$ cat config.mk
export PLATFORM = sky130hd
export DESIGN_NAME = red_pitaya_lpf_inverse_block
export DESIGN_NICKNAME = d
export VERILOG_FILES = /design/src/rtl/red_pitaya_lpf_inverse_block.sv
export SDC_FILE = /design/constraint.sdc
export NUM_CORES = 1
export LEC_CHECK = 0
export BUFFER_PORTS_ARGS = -buffer_cell sky130_fd_sc_hd__buf_4
export CORE_ASPECT_RATIO = 1.4
export CORE_MARGIN = 1
export CORE_UTILIZATION = 68
export CTS_BUF_LIST = sky130_fd_sc_hd__clkbuf_16
export CTS_CLUSTER_SIZE = 16
export DETAILED_ROUTE_END_ITERATION = 10
export GPL_TIMING_DRIVEN = 0
export PLACE_DENSITY_LB_ADDON = 0.05
export SYNTH_ARGS = -nofsm -noshare
export SYNTH_HDL_FRONTEND = slang
export SYNTH_SLANG_ARGS = --single-unit
$ cat constraint.sdc
create_clock -name clk_i -period 10.8 [get_ports clk_i]
set_input_delay 1.08 -clock clk_i [delete_from_list [all_inputs] [get_ports clk_i]]
set_output_delay 1.08 -clock clk_i [all_outputs]
set_load 0.01 [all_outputs]
$ cat src/rtl/red_pitaya_lpf_inverse_block.sv
// red_pitaya_lpf_inverse_block: inverse of the first-order IIR lowpass, x[n-1] = y[n-1] + (y[n]-y[n-1])*2^g
// Ports:
//   clk_i      system clock (125 MHz)
//   rstn_i     asynchronous active-low reset
//   shift      lowpass shift code, g = MAXSHIFT-shift (0 when shift >= MAXSHIFT)
//   filter_on  1 engages the inverse filter, 0 selects passthrough
//   signal_i   signed lowpassed input
//   signal_o   signed output, 2 clk after signal_i in every state
//   active_o   high while the inverse output is in use
//   sat_o      high on each cycle the inverse output was clipped
module red_pitaya_lpf_inverse_block #(
    parameter int SHIFTBITS     = 4,
    parameter int SIGNALBITS    = 14,
    parameter int MINBW         = 10,
    parameter int SETTLE_CYCLES = 4
) (
    input  logic                         clk_i,
    input  logic                         rstn_i,
    input  logic        [SHIFTBITS:0]    shift,
    input  logic                         filter_on,
    input  logic signed [SIGNALBITS-1:0] signal_i,
    output logic signed [SIGNALBITS-1:0] signal_o,
    output logic                         active_o,
    output logic                         sat_o
);
    localparam int MAXSHIFT = $clog2(125000000 / MINBW);
    localparam int SC       = (SETTLE_CYCLES < 1) ? 1 : SETTLE_CYCLES;
    localparam int CW       = (SC < 2) ? 1 : $clog2(SC);
    localparam int SCM1     = SC - 1;
    localparam logic [CW-1:0]      RELOAD = SCM1[CW-1:0];
    localparam logic [SHIFTBITS:0] MAXS   = MAXSHIFT[SHIFTBITS:0];

    typedef logic signed [SIGNALBITS:0]            diff_t;
    typedef logic signed [SIGNALBITS+MAXSHIFT:0]   scl_t;
    typedef logic signed [SIGNALBITS+MAXSHIFT+1:0] sum_t;
    typedef enum logic [1:0] {OFF, SETTLE, ACTIVE} state_t;

    localparam sum_t SMAX = sum_t'(2 ** (SIGNALBITS - 1) - 1);
    localparam sum_t SMIN = sum_t'(-(2 ** (SIGNALBITS - 1)));
    localparam logic signed [SIGNALBITS-1:0] MAXV = {1'b0, {(SIGNALBITS-1){1'b1}}};
    localparam logic signed [SIGNALBITS-1:0] MINV = {1'b1, {(SIGNALBITS-1){1'b0}}};

    state_t                         state, state_nx;
    logic        [CW-1:0]           cnt, cnt_nx;
    logic        [SHIFTBITS:0]      shift_l, shift_l_nx, g;
    logic signed [SIGNALBITS-1:0]   x_d1, x_d2, sig_nx;
    diff_t                          d;
    scl_t                           scaled;
    sum_t                           sum;
    logic                           use_inv, sat_nx;

    always_ff @(posedge clk_i or negedge rstn_i) begin
        if (!rstn_i) begin
            state   <= OFF;
            cnt     <= '0;
            shift_l <= '0;
        end else begin
            state   <= state_nx;
            cnt     <= cnt_nx;
            shift_l <= shift_l_nx;
        end
    end

    // filter_on=0 wins over a shift change, which wins over counter expiry
    always_comb begin
        state_nx   = state;
        cnt_nx     = cnt;
        shift_l_nx = shift_l;
        if (!filter_on) begin
            state_nx = OFF;
        end else if (state == OFF || shift != shift_l) begin
            state_nx   = SETTLE;
            cnt_nx     = RELOAD;
            shift_l_nx = shift;
        end else if (state == SETTLE) begin
            if (cnt == '0) state_nx = ACTIVE;
            else cnt_nx = cnt - 1'b1;
        end
    end

    always_comb begin
        active_o = (state == ACTIVE);
        use_inv  = (state == ACTIVE);
    end

    // only the latched shift drives the gain, so shift glitches never reach the datapath
    always_comb begin
        g      = (shift_l >= MAXS) ? '0 : MAXS - shift_l;
        scaled = scl_t'(d) <<< g;
        sum    = sum_t'(x_d2) + sum_t'(scaled);
        sat_nx = use_inv && (sum > SMAX || sum < SMIN);
        sig_nx = !use_inv   ? x_d1 :
                 sum > SMAX ? MAXV :
                 sum < SMIN ? MINV : sum[SIGNALBITS-1:0];
    end

    // passthrough re-registers x_d1, matching the 2-clk latency of the inverse path
    always_ff @(posedge clk_i or negedge rstn_i) begin
        if (!rstn_i) begin
            x_d1     <= '0;
            x_d2     <= '0;
            d        <= '0;
            signal_o <= '0;
            sat_o    <= 1'b0;
        end else begin
            x_d1     <= signal_i;
            x_d2     <= x_d1;
            d        <= diff_t'(signal_i) - diff_t'(x_d1);
            signal_o <= sig_nx;
            sat_o    <= sat_nx;
        end
    end
endmodule
==> impl_metrics.env <==
export IMPL_die_y_um=122
export IMPL_cpMostUsedCell="buf_2"
export IMPL_highest_layer="met4"
export IMPL_status="complete, no violations"
export IMPL_vdd_drop_max_mv=0.210
export IMPL_grt_pass1_vias=7602
export IMPL_holdWs_ps=379
export IMPL_critPathCaptureType="flop"
export IMPL_fin_ws_ps=3250
export IMPL_die_w_um=87.8
export IMPL_cts_setup_buffers=0
export IMPL_cpMaxStageDelayCell="nor4_1"
export IMPL_clock_latency_ps=330
export IMPL_hold_class="reg -> reg"
export IMPL_fin_area_um2=7740
export IMPL_grt_pass1_wl_um=40800
export IMPL_cp_num_buf_inv=3
export IMPL_path_clk_slew_ps=60
export IMPL_power_leakage_nw=3.48
export IMPL_antenna_left=0
export IMPL_syn_cell_area_um2=7010
export IMPL_power_density_nw_per_um2=224
export IMPL_wl_met1_um=8540
export IMPL_cts_htree_levels=3
export IMPL_layout_min_cycle_time_ps=7550
export IMPL_overflow=0
export IMPL_synth_edff_count=0
export IMPL_crit_required_ps=11010
export IMPL_ys_top_cells_by_count="94 x nand2_1, 71 x nor2_1, 67 x dfrtp_1"
export IMPL_tightest_slew_ps=1160
export IMPL_setup_viol=0
export IMPL_crit_chain="nor3_1 > a21o_1 > and2_1 > buf_2 > buf_2 > mux2i_1 > mux2i_1 > nor2_1 > a31oi_1 > mux2_2 > nand2_1 > o21ai_0 > ha_1 > a21oi_1 > o21bai_1 > a21boi_0 > a21oi_1 > nor3_1 > a21boi_0 > nor4_1 > and4b_1 > buf_2 > a31oi_1 > a22oi_1"
export IMPL_grt_setup_unrepaired="false"
export IMPL_synth_top_cell_area_share_pct=23.9
export IMPL_fmax_mhz=132
export IMPL_n_antenna_cell=0
export IMPL_ys_types=85
export IMPL_nets=996
export IMPL_start_util_pct=70.4
export IMPL_fp_coreArea_um2=9950
export IMPL_io_buffers=36
export IMPL_grt_usage_pct=51.5
export IMPL_ctsHoldBuffers=0
export IMPL_finalHoldViolCount=0
export IMPL_cts_buffers=9
export IMPL_max_stage_delay_ps=870
export IMPL_drt_iter0_drc=868
export IMPL_start_kind="flop"
export IMPL_ys_seq_area_share_pct=23.9
export IMPL_crit_type="reg -> reg"
export IMPL_dr_pass1_iters=5
export IMPL_wl_met3_um=2460
export IMPL_dp_slack_ps=4150
export IMPL_grt_start_max_net_pins=68
export IMPL_viasPerCell=7.24
export IMPL_cts_resized=0
export IMPL_wl_per_cell_um=24.5
export IMPL_period_share_pct=69.9
export IMPL_slew_headroom_pct=22.7
export IMPL_syn_inst=870
export IMPL_gp_congestion=1.01
export IMPL_routed_wl_um=25800
export IMPL_synth_area_leaders="dfrtp_1 24%, ha_1 9.8%, mux2i_1 5.4%, nand2_1 5.0%, a21oi_1 4.7%"
export IMPL_fin_tns_setup_ps=0
export IMPL_root_buffer="clkbuf_16"
export IMPL_antenna_found_initial=0
export IMPL_hpwl_um=18000
export IMPL_final_core_util_pct=77.8
export IMPL_vias=7655
export IMPL_yosys_area_top_type="dfrtp_1"
export IMPL_num_rows=43
export IMPL_drive_above_1_share_pct=12.7
export IMPL_yosysWarnings=0
export IMPL_fillers=670
export IMPL_dpl_instance_area_um2=7450
export IMPL_crit_fanout=10
export IMPL_synth_most_common_cell="nand2_1"
export IMPL_cap_viol_max_count=0
export IMPL_postSynth_asyncResetShare_pct=100
export IMPL_ios=38
export IMPL_syn_to_final_growth_pct=10.5
export IMPL_drv_slew=0
export IMPL_clock_skew_ps=7.27
export IMPL_cts_tree="built"
export IMPL_dieArea_um2=10700
export IMPL_ys_seq_elements=67
export IMPL_syn_area_per_cell_um2=8.06
export IMPL_cp_arrival_ps=7760
export IMPL_ys_flop_type="dfrtp_1"
export IMPL_cp_top_family="simple AND/OR/NAND/NOR gates"
export IMPL_synth_nets=949
export IMPL_wl_met2_um=12100
export IMPL_drc_errors=0
export IMPL_cts_path_max_buffers=2
export IMPL_clock_sinks=67
[cells by family after synthesis]
| family | synth area share (%) |
|---|---|
| buffers and inverters | 5.91 |
| AND/OR/NAND/NOR | 19.3 |
| AO/OA/AOI/OAI | 27.5 |
| flip-flops | 23.9 |
| XOR/XNOR | 5.75 |
| adder cells (fa/ha/maj) | 10.4 |
| multiplexers | 7.19 |
[layer usage]
metal  GRT usage [%]  vias to the layer above
met5               0                        -
met4            46.4                        0
met3            14.3                      216
met2            83.6                      645
met1            53.3                     3519
li1                -                     3275
[cell usage in the layout, fill, tap and decap left out, types with 12 or more instances in the layout]
| cell | count |
|---|---|
| xnor2_1 | 24 |
| a21oi_1 | 66 |
| inv_1 | 49 |
| ha_1 | 55 |
| nor3_1 | 22 |
| clkbuf_1 | 20 |
| xor2_1 | 22 |
| nor2_1 | 71 |
| o21ai_0 | 51 |
| nand3_1 | 13 |
| dfrtp_1 | 67 |
| nand2_1 | 94 |
| buf_2 | 16 |
| nand4_1 | 14 |
| a31oi_1 | 16 |
| a211oi_1 | 12 |
| a21o_1 | 20 |
| buf_4 | 39 |
| mux2i_1 | 38 |
[layout make-up]
cell class	count	area (um^2)	share of cell area (%)
repair buffers	36	270	3.49
plain buffers	46	234	3.02
multi-input cells	709	4920	63.5
flip-flops and latches	67	1680	21.7
clock inverters	7	70.1	0.905
inverters	48	180	2.33
well taps	135	169	2.18
clock buffers	9	225	2.91
[worst paths after layout]
path                            cells after the start  slack, ps      endpoint  startpoint
worst max-delay path                               24       3250  signal_o[10]  shift_l[0]
max in group asynchronous                           1       9390       x_d1[3]      rstn_i
min in group asynchronous                           1        840        cnt[1]      rstn_i
worst min register to register                      0        380      x_d2[13]    x_d1[13]
worst min-delay path                                0        380      x_d2[13]    x_d1[13]
worst max register to register                     24       3250  signal_o[10]  shift_l[0]
[stage by stage]
step                      cells  power, mW
after floorplan             870       1.10
after global placement     1041       1.33
after detailed placement   1041       1.36
after CTS                  1057       1.68
after global routing       1057       1.83
final                      1057       1.74
[flip-flops by register name (all words and copies together), names as in the netlist]
register  count
d            15
signal_o     14
x_d1         14
x_d2         14
shift_l       5
cnt           2
state         2
sat_o         1
[power breakdown]
| group | internal, mW | leakage (nW) | total [mW] | switching [mW] |
|---|---|---|---|---|
| Clock | 0.178 | 0.140 | 0.290 | 0.112 |
| Combinational | 0.399 | 2.56 | 1.16 | 0.758 |
| Sequential | 0.272 | 0.779 | 0.291 | 0.0197 |
Note: power is estimated with default switching activity, not from simulation.
